File: src/rtl/uart_rx.sv
// 8N1 UART receiver: two-flop synchronizer, mid-bit sampling FSM and a
// one-entry output buffer with valid/ready handshake and sticky error flags.
module uart_rx #(
  parameter int CLK_FREQ_HZ = 50_000_000,
  parameter int BAUD_RATE   = 115200
) (
  input  logic       CLK,
  input  logic       RESET,
  input  logic       RXD,
  output logic [7:0] RX_DATA,
  output logic       RX_VALID,
  input  logic       RX_READY,
  output logic       FRAME_ERR,
  output logic       OVERRUN,
  input  logic       ERR_CLR,
  output logic       BUSY
);

  localparam int CLKS_PER_BIT = CLK_FREQ_HZ / BAUD_RATE;
  localparam int CNT_W        = $clog2(CLKS_PER_BIT);
  localparam logic [CNT_W-1:0] HALF_LAST = CNT_W'(CLKS_PER_BIT / 2 - 1);
  localparam logic [CNT_W-1:0] BIT_LAST  = CNT_W'(CLKS_PER_BIT - 1);

  typedef enum logic [2:0] {IDLE, START, DATA, STOP, WAIT_IDLE} state_t;

  state_t           state, state_nxt;
  logic             rxd_p0, rxd_p1;
  logic [CNT_W-1:0] cnt;
  logic [2:0]       idx;
  logic [7:0]       shreg;
  logic             half_done, bit_done;
  logic             deliver, frame_bad, buf_blocked, handshake;

  // Stage p0/p1: metastability synchronizer; rxd_p1 is the sampled line
  always_ff @(posedge CLK) begin
    if (RESET) begin
      rxd_p0 <= 1'b1;
      rxd_p1 <= 1'b1;
    end else begin
      rxd_p0 <= RXD;
      rxd_p1 <= rxd_p0;
    end
  end

  assign half_done   = (cnt == HALF_LAST);
  assign bit_done    = (cnt == BIT_LAST);
  assign deliver     = (state == STOP) && bit_done && rxd_p1;
  assign frame_bad   = (state == STOP) && bit_done && !rxd_p1;
  assign handshake   = RX_VALID && RX_READY;
  assign buf_blocked = RX_VALID && !RX_READY;

  always_ff @(posedge CLK) begin
    if (RESET) state <= IDLE;
    else       state <= state_nxt;
  end

  always_comb begin
    state_nxt = state;
    case (state)
      IDLE:      if (!rxd_p1) state_nxt = START;
      START:     if (half_done) state_nxt = rxd_p1 ? IDLE : DATA;
      DATA:      if (bit_done && idx == 3'd7) state_nxt = STOP;
      STOP:      if (bit_done) state_nxt = rxd_p1 ? IDLE : WAIT_IDLE;
      WAIT_IDLE: if (rxd_p1) state_nxt = IDLE;
      default:   state_nxt = IDLE;
    endcase
  end

  always_comb begin
    BUSY = (state != IDLE);
  end

  always_ff @(posedge CLK) begin
    if (RESET) begin
      cnt <= '0;
      idx <= '0;
    end else begin
      case (state)
        START: begin
          cnt <= half_done ? '0 : cnt + CNT_W'(1);
          idx <= '0;
        end
        DATA: begin
          cnt <= bit_done ? '0 : cnt + CNT_W'(1);
          if (bit_done) idx <= idx + 3'd1;
        end
        STOP:    cnt <= bit_done ? '0 : cnt + CNT_W'(1);
        default: begin
          cnt <= '0;
          idx <= '0;
        end
      endcase
    end
  end

  always_ff @(posedge CLK) begin
    if (state == DATA && bit_done) shreg[idx] <= rxd_p1;
  end

  // Stage p2: output buffer; a delivery on the handshake edge refills it
  always_ff @(posedge CLK) begin
    if (RESET) begin
      RX_DATA   <= 8'h00;
      RX_VALID  <= 1'b0;
      FRAME_ERR <= 1'b0;
      OVERRUN   <= 1'b0;
    end else begin
      if (deliver && !buf_blocked) begin
        RX_DATA  <= shreg;
        RX_VALID <= 1'b1;
      end else if (handshake) begin
        RX_VALID <= 1'b0;
      end
      if (frame_bad)    FRAME_ERR <= 1'b1;
      else if (ERR_CLR) FRAME_ERR <= 1'b0;
      if (deliver && buf_blocked) OVERRUN <= 1'b1;
      else if (ERR_CLR)           OVERRUN <= 1'b0;
    end
  end

endmodule

File: config.mk
export PLATFORM = sky130hd
export DESIGN_NAME = uart_rx
export DESIGN_NICKNAME = d
export VERILOG_FILES = /design/src/rtl/uart_rx.sv
export SDC_FILE = /design/constraint.sdc
export NUM_CORES = 1
export LEC_CHECK = 0
export CAP_MARGIN = 20
export CORE_AREA = 2 2 66 68
export DETAILED_ROUTE_END_ITERATION = 7
export DIE_AREA = 0 0 68 70
export DONT_BUFFER_PORTS = 1
export PLACE_DENSITY = 0.49
export SETUP_SLACK_MARGIN = 0.3
export SLEW_MARGIN = 15
export SYNTH_ARGS = -nofsm -noshare
export SYNTH_HDL_FRONTEND = slang
export SYNTH_SLANG_ARGS = --single-unit
export TNS_END_PERCENT = 10
File: constraint.sdc
create_clock -name CLK -period 5.4 [get_ports CLK]
set_input_delay 0.81 -clock CLK [delete_from_list [all_inputs] [get_ports CLK]]
set_output_delay 0.81 -clock CLK [all_outputs]
set_load 0.005 [all_outputs]
==> run summary, run 1 <==
The final count of hold timing violations is 0. Setup repair after global routing left no endpoint under its margin. The chip height is ~70 microns. The count of mapped cells out of synthesis is around 160.

In this run the post-CTS setup repair buffer count came out at 0. The per-cell routed wire length came out at 13.12 microns. Row generation in the floorplan step produced 24 rows. The number of violations of the max-capacitance limit is 0. The post-route netlist has 6.875% of its cells at a drive strength greater than 1. The mapped cell area is 0.001545 sq mm. Headroom to the max-slew limit came out at 54.73%. For the worst setup path, the data arrival time is about 2.5 ns. The last weighted congestion value of the routability-driven placer came out at 0.7935. The fraction of power consumed by the clock network came out at 39.8%. The met2 layer wire length in the routed design is 1.415 mm. The maximum vdd ir drop came out at 118.6 uV. Once detail routing completed, the nets flagged for antenna violations numbered 0. The net count after synthesis is 168. In this run the clock root is driven by a sky130_fd_sc_hd__clkbuf_8. The total area inside the core boundary comes to 0.004144 sq mm. The classification of the worst setup path is reg -> reg. The worst reg2reg path endpoint is RX_DATA[6]. The run finished with clean final reports.

The worst setup timing slack at the placement stage came out at just over 3 ns. The net switching power came out at roughly 140 uW. For hold timing, the worst endpoint is rxd_p1. The number of antenna violations at the first check in global routing came out at 0. The critical path data required time came out at 5.58 ns. The setup slack of the worst register-to-register path is 3.13 ns. The initial standard-cell utilization of the core came out at 37.29%.

Compared with the post-synthesis result, the final layout area differs by 9.717%. The number of enable-type register cells in the synthesized netlist came out at 8. The clock insertion delay at the later pin of the skew report came out at 0.29 ns. The critical path starts at cnt[0]. The wire length on met3 is 138 microns.

The internal power is 440.4 uW. The number of vias per cell is about 5. Entering global routing, the biggest net connects 23 pins. The final number of setup-violating endpoints is 0.

The highest fanout seen on the critical path is 8. The final number of max-transition violations is 0. The per-instance average area after synthesis is 9.780 sq um. The post-synthesis sequential area ratio came out at just over 50%. The hold path startpoint is rxd_p0. The final setup skew came out at around 0.011 ns. The total routed wirelength is 2.781 mm. In the synthesized netlist the async set-or-reset flop fraction comes to 0%. The number of nets in the layout came out at 169.

The clock sink total came out at 36. The first global-routing pass estimated around 4.7 mm of wire. The total inserted antenna cells is 0. The number of hold buffers added after CTS is 0. The most used flip-flop cell after synthesis is sky130_fd_sc_hd__dfxtp_1.

The register bit count reported by yosys came out at 36. The final sum of negative setup slack came out at 0 ns. Net switching is ~24% of the power.

The residual DRC count came out at 0. The final HPWL from detailed placement came out at 1.991 mm. The overall via count from detail_route came out at 1043. The maximum clock rate came out at approximately 0.44 GHz. The number of cells traversed by the worst hold path is 1. Registers are responsible for 51.3% of the overall power.

In this run the critical register-to-register path is launched from cnt[0]. The number of port buffers is 0. The analysis attributes to cell leakage a power of 0.6547 nW.

The worst path uses between 40% and 50% of the clock period. The number of warnings printed during yosys synthesis is 0. The tightest min-delay check is of the reg -> reg type. The worst-case reg-to-reg path depth is 6.

The total overflow reported by the global router is 0. The minimum clock period after layout is 2.268 ns. The I/O pin count came out at 17. The die width came out at 68 microns. Gates resized during post-CTS repair numbered 0. Before antenna repair, the detailed router went through 4 iterations. The number of buffers on the longest clock path came out at 2. The highest metal layer used by the detailed router is met4. The met1 layer wirelength in the final routing came out at 1.200 mm. The level count of the clock H-tree is 2. The total power density per cell area is 342.2 mW/mm^2.

The CTS tree is built. After layout, the worst setup slack is ~3.1 ns. The part of the total power dissipated in combinational logic is under 10%. At the pin with the least slew margin, the transition time is 0.6761 ns.

Global routing consumed, over all layers together, 13.36% of the routing resources. The post-synthesis cell type count is 33. The worst setup path is launched from a flop. For this block, the initial DRC count from the detailed router was 27. After clock tree synthesis, the clock-pin slew on the worst setup and hold paths is 0.07 ns. STA classifies the critical path endpoint as a flop. Buffers inserted during clock tree synthesis total 5.

The number of global-route vias before repair is 1033. The area of the die is approximately 0.0048 sq mm.
==> through the flow <==
step	power [mW]	area [sq um]	hold WS (ns)	utilization [%]	std cells
floorplan	0.3449	1545	0.3895	-	158
global placement	0.3538	1588	0.3948	38.32	204
detailed placement	0.3555	1588	0.3975	38.32	204
CTS	0.5880	1695	0.4080	40.91	212
global route	0.6088	1695	0.4441	40.91	212
finish	0.5802	1695	0.4036	40.91	212
==> layout make-up <==
cell class | instances | area (sq um)
sequential | 36 | 800.8
multi-input combinational | 109 | 695.7
clock buffer | 6 | 72.57
clock inverter | 2 | 35.03
fill | 410 | 2449
inverter | 7 | 26.28
tap | 52 | 65.06
==> layer usage <==
layer	up-vias	GRT usage, %
met3	2	5.153
met1	476	15.16
met2	24	22.01
met5	-	0
li1	541	-
met4	0	5.333
==> power groups by stage <==
| stage | logic, mW | registers [mW] | clock network (mW) |
|---|---|---|---|
| global route | 0.0588 | 0.300 | 0.250 |
| CTS | 0.0516 | 0.298 | 0.239 |
| detailed placement | 0.0515 | 0.304 | 0 |
| global placement | 0.0503 | 0.304 | 0 |
| floorplan | 0.0559 | 0.289 | 0 |
| finish | 0.0516 | 0.298 | 0.231 |
==> how the worst max path moves through the flow <==
stage / end / slack [ns]
after CTS: RX_DATA[6] / 3.09
after global placement: RX_DATA[7] / 3.20
final: RX_DATA[6] / 3.13
after global routing: RX_DATA[6] / 2.90
after detailed placement: RX_DATA[6] / 3.11
after floorplan: shreg[0] / 3.34
==> state kept, by name (all words and copies together) (netlist names) <==
name,count
rxd_p1,1
FRAME_ERR,1
state,3
cnt,9
OVERRUN,1
shreg,8
idx,3
RX_DATA,8
rxd_p0,1
RX_VALID,1
==> synthesized netlist by cell type (2+ instances only) <==
cell	n	area (sq um)
sky130_fd_sc_hd__a21o_1	3	22.52
sky130_fd_sc_hd__a21oi_1	3	15.01
sky130_fd_sc_hd__clkbuf_1	6	22.52
sky130_fd_sc_hd__dfxtp_1	28	560.5
sky130_fd_sc_hd__edfxtp_1	8	240.2
sky130_fd_sc_hd__ha_1	5	62.56
sky130_fd_sc_hd__inv_1	7	26.28
sky130_fd_sc_hd__mux2i_1	10	100.1
sky130_fd_sc_hd__nand2_1	5	18.77
sky130_fd_sc_hd__nand2b_1	6	37.54
sky130_fd_sc_hd__nand3_1	6	30.03
sky130_fd_sc_hd__nor2_1	34	127.6
sky130_fd_sc_hd__nor3_1	9	45.04
sky130_fd_sc_hd__or2_2	2	12.51
sky130_fd_sc_hd__or4_1	2	15.01
sky130_fd_sc_hd__xnor2_1	5	43.79
sky130_fd_sc_hd__xor2_1	3	26.28
==> cells in the final DEF, fill, tap and decap left out, types with 2 or more instances in the layout <==
cell type,synthesis,final
sky130_fd_sc_hd__a21o_1,3,3
sky130_fd_sc_hd__a21oi_1,3,3
sky130_fd_sc_hd__clkbuf_8,0,5
sky130_fd_sc_hd__dfxtp_1,28,28
sky130_fd_sc_hd__edfxtp_1,8,8
sky130_fd_sc_hd__ha_1,5,5
sky130_fd_sc_hd__inv_1,7,7
sky130_fd_sc_hd__mux2i_1,10,10
sky130_fd_sc_hd__nand2_1,5,5
sky130_fd_sc_hd__nand2b_1,6,6
sky130_fd_sc_hd__nand3_1,6,6
sky130_fd_sc_hd__nor2_1,34,34
sky130_fd_sc_hd__nor3_1,9,9
sky130_fd_sc_hd__or2_2,2,2
sky130_fd_sc_hd__or4_1,2,2
sky130_fd_sc_hd__xnor2_1,5,5
sky130_fd_sc_hd__xor2_1,3,3
==> kinds of logic after synthesis <==
family / count (synthesis) / synth area share [%]
DFF: 36 / 51.82
and+or+nand+nor: 72 / 23.16
AOI/OAI and AO/OA: 13 / 6.073
adders and majority gates: 5 / 4.049
xor gates and xnor gates: 8 / 4.535
muxes: 11 / 7.207
buffers and inverters: 13 / 3.158
==> worst max-delay path, cell delays in order, from the launching register on <==
cell and delay (ns):
sky130_fd_sc_hd__dfxtp_1 0.40, sky130_fd_sc_hd__ha_1 0.17, sky130_fd_sc_hd__or4bb_1 0.41, sky130_fd_sc_hd__nor3_1 0.45, sky130_fd_sc_hd__nand4_2 0.41, sky130_fd_sc_hd__mux2i_1 0.27, sky130_fd_sc_hd__nor2_1 0.05
No activity file was read; power rests on OpenSTA's default activity.
==> run 2, diff against run 1 <==
--- a/config.mk
+++ b/config.mk
@@ -10,7 +10,7 @@
 export DETAILED_ROUTE_END_ITERATION = 7
 export DIE_AREA = 0 0 68 70
 export DONT_BUFFER_PORTS = 1
-export PLACE_DENSITY = 0.49
+export PLACE_DENSITY = 0.5
 export SETUP_SLACK_MARGIN = 0.3
 export SLEW_MARGIN = 15
 export SYNTH_ARGS = -nofsm -noshare
==> constraint.sdc (replaced) <==
create_clock -name CLK -period 2.03 [get_ports CLK]
set_input_delay 0.3045 -clock CLK [delete_from_list [all_inputs] [get_ports CLK]]
set_output_delay 0.3045 -clock CLK [all_outputs]
set_load 0.005 [all_outputs]
==> run summary, run 2 (synthesis results as in run 1) <==
The run finished, with violations left. The checks that failed: negative setup slack. The highest fanout seen on the critical path is 4 (-4).

The total power density per cell area was 793.1 mW/mm^2 (+130%). The final HPWL from detailed placement is 2.084 mm (+4.7%). The largest net degree at the start of global routing is 23 (unchanged). The worst setup timing slack at the placement stage is -0.05361 ns (-3.160 ns). The violation count after the first detailed-route iteration came out at 69 (+160%). The die width is 68 microns (unchanged). The number of global-route vias before repair is 1055 (+2.1%). The global-route total usage across every layer is 13.59% (+0.22 points). The overall via count from detail_route was 1092 (+4.7%). The minimum clock period after layout is 2.079 ns (-0.1887 ns). The largest registers in the layout are cnt: 9 flops, RX_DATA: 8 flops, shreg: 8 flops. The most common cell after layout, fill and taps aside is sky130_fd_sc_hd__nor2_1.

The chip height came out at 70 microns (unchanged). The sort of element at the end of the critical path is a flop. The clock input transition at the sequential cells of the worst setup and hold paths is 0.07 ns (about the same).

The total routed wirelength is 2.865 mm (+3.0%). The pin slew with the least headroom to its limit is 0.3885 ns (-0.2876 ns). The number of inserted filler cells in the final layout was 406 (-0.98%). The number of buffers on the longest clock path came out at 2 (unchanged).

The per-cell routed wire length came to 12.91 microns (-1.6%). The leakage power of the design is 0.6958 nW (+6.3%). The total overflow reported by the global router is 0 (unchanged).

The area added between synthesis and finish is 15.38%. The final number of max-transition violations came out at 0 (unchanged). In the layout the commonest cells are sky130_fd_sc_hd__nor2_1 (28), sky130_fd_sc_hd__dfxtp_1 (26), sky130_fd_sc_hd__mux2i_1 (10), sky130_fd_sc_hd__buf_4 (10), sky130_fd_sc_hd__edfxtp_1 (8). The count of non-filler cells in the finished layout was 222 (+4.7%). The classification of the worst setup path is reg -> reg. The flip-flop count of the largest register, all copies and words added was 9 (unchanged). The number of vias per cell came out at 4.919 (about the same). The clock sink total is 36 (unchanged). The final setup skew came out at 0.002927 ns (-0.008327 ns). The final number of setup-violating endpoints came out at 6 (+6). The I/O pin count came out at 17 (unchanged). The worst slew slack as a fraction of its limit came to 74.06% (+19 points).

The root buffer cell is sky130_fd_sc_hd__clkbuf_8. The data arrival time of the critical path came to 2.08 ns (-0.37 ns). The combined flip-flop and latch cell area was 803.3 sq um (+0.31%). The first-pass GRT wire length is 4.795 mm (+1.6%). The area occupied by multi-input gates was 730.7 sq um (+5.0%). TritonCTS built the clock tree. The count of TritonRoute iterations in the first routing pass came to 4 (unchanged). The number of violations of the max-capacitance limit came to 0 (unchanged). The setup slack after layout is -0.04931 ns (-3.181 ns). The maximum clock rate is 0.4809 GHz (+9.1%). The clock insertion delay at the later pin of the skew report is 0.28 ns (about the same). The kind of path behind the tightest hold check is in -> reg. The number of port buffers came out at 0 (unchanged). The number of antenna violations at the first check in global routing is 0 (unchanged). The worst-case reg-to-reg path depth is 6 (unchanged). The register with the highest flop count is cnt. The total power of the final layout is 1.414 mW (+140%). The number of cells traversed by the worst hold path came out at 1 (unchanged). The area of the die came out at 0.004760 sq mm (unchanged). The post-placement cell count was 214 (+4.9%). The nature of the critical path startpoint is a flop.

Setup repair after global routing could not meet its margin everywhere. The count of standard-cell rows is 24 (unchanged). The total setup buffers inserted after CTS is 0 (unchanged). The maximum vdd ir drop is 288.7 uV (+140%). The number of nets in the layout is 179 (+5.9%). The final count of hold timing violations is 0 (unchanged).

The area inside the core boundary came out at 0.004144 sq mm (unchanged). The residual DRC count is 0 (unchanged). The total clock buffers created by CTS is 5 (unchanged). The last weighted congestion value of the routability-driven placer is 0.7671 (-3.3%).

The critical path data required time is 2.03 ns (-3.55 ns). The final cycle utilization of the critical path came out at 102.4% (+60 points). The initial standard-cell utilization of the core came out at 37.29% (unchanged).

The remaining antenna violation count after routing is 0 (unchanged). The level count of the clock H-tree is 2 (unchanged). The layout cell share with drive strength beyond 1 is 20.00% (+13 points). The total inserted antenna cells came out at 0 (unchanged).
[run 2: area by class of cell]
type | instances | area share [%]
tap | 52 | 3.649
timing repair buffer | 10 | 4.211
clock inverter | 3 | 0.7719
inverter | 7 | 1.474
sequential | 36 | 45.05
multi-input combinational | 109 | 40.98
clock buffer | 5 | 3.860
[run 2: stage by stage]
stage	util, %	hold WS (ns)	cell area [sq um]	setup TNS [ns]
6_report	43.03	0.08142	1783	-0.2070
5_1_grt	43.03	0.07071	1783	-0.7116
4_1_cts	42.60	0.07677	1765	-0.1330
3_5_place_dp	40.46	0.3812	1677	-0.1226
3_3_place_gp	40.46	0.3807	1677	-0.02284
2_1_floorplan	-	0.3895	1559	0
[run 2: path summary, 6_finish.rpt]
path	to	slack, ns	start
hold reg to reg	rxd_p1	0.41	rxd_p0
hold / removal	RX_DATA[5]	0.08	RESET
setup reg to reg	shreg[0]	-0.05	cnt[1]
setup / recovery	shreg[0]	-0.05	cnt[1]
[run 2: power breakdown]
part | internal (mW) | switching [mW] | leakage (nW)
clock network | 0.233 | 0.249 | 0.0453
registers | 0.748 | 0.0427 | 0.297
logic | 0.0635 | 0.0782 | 0.353
total | 1.04 | 0.369 | 0.696
[run 2: timing repair]
action / in CTS / in global routing
gates resized for setup: 2 / 6
pin swaps: 11 / 4
endpoints found under the setup margin: 32 / 34
hold buffers: 0 / 0
[run 2: routing by layer]
metal | part of all wire (%) | global-route usage [%] | wire length [microns] | vias up
li1 | - | - | - | 565
met1 | 42 | 15.55 | 1207 | 502
met2 | 50 | 21.79 | 1437 | 17
met3 | 5.1 | 4.509 | 146 | 8
met4 | 2.6 | 7.333 | 74 | 0
met5 | 0 | 0 | 0 | -
[run 2: critical path: stages, from the launching register on]
cell	delay, ns
sky130_fd_sc_hd__dfxtp_2	0.32
sky130_fd_sc_hd__inv_2	0.05
sky130_fd_sc_hd__ha_1	0.12
sky130_fd_sc_hd__or4bb_1	0.42
sky130_fd_sc_hd__or2_1	0.26
sky130_fd_sc_hd__or4_4	0.48
sky130_fd_sc_hd__nor3_4	0.14
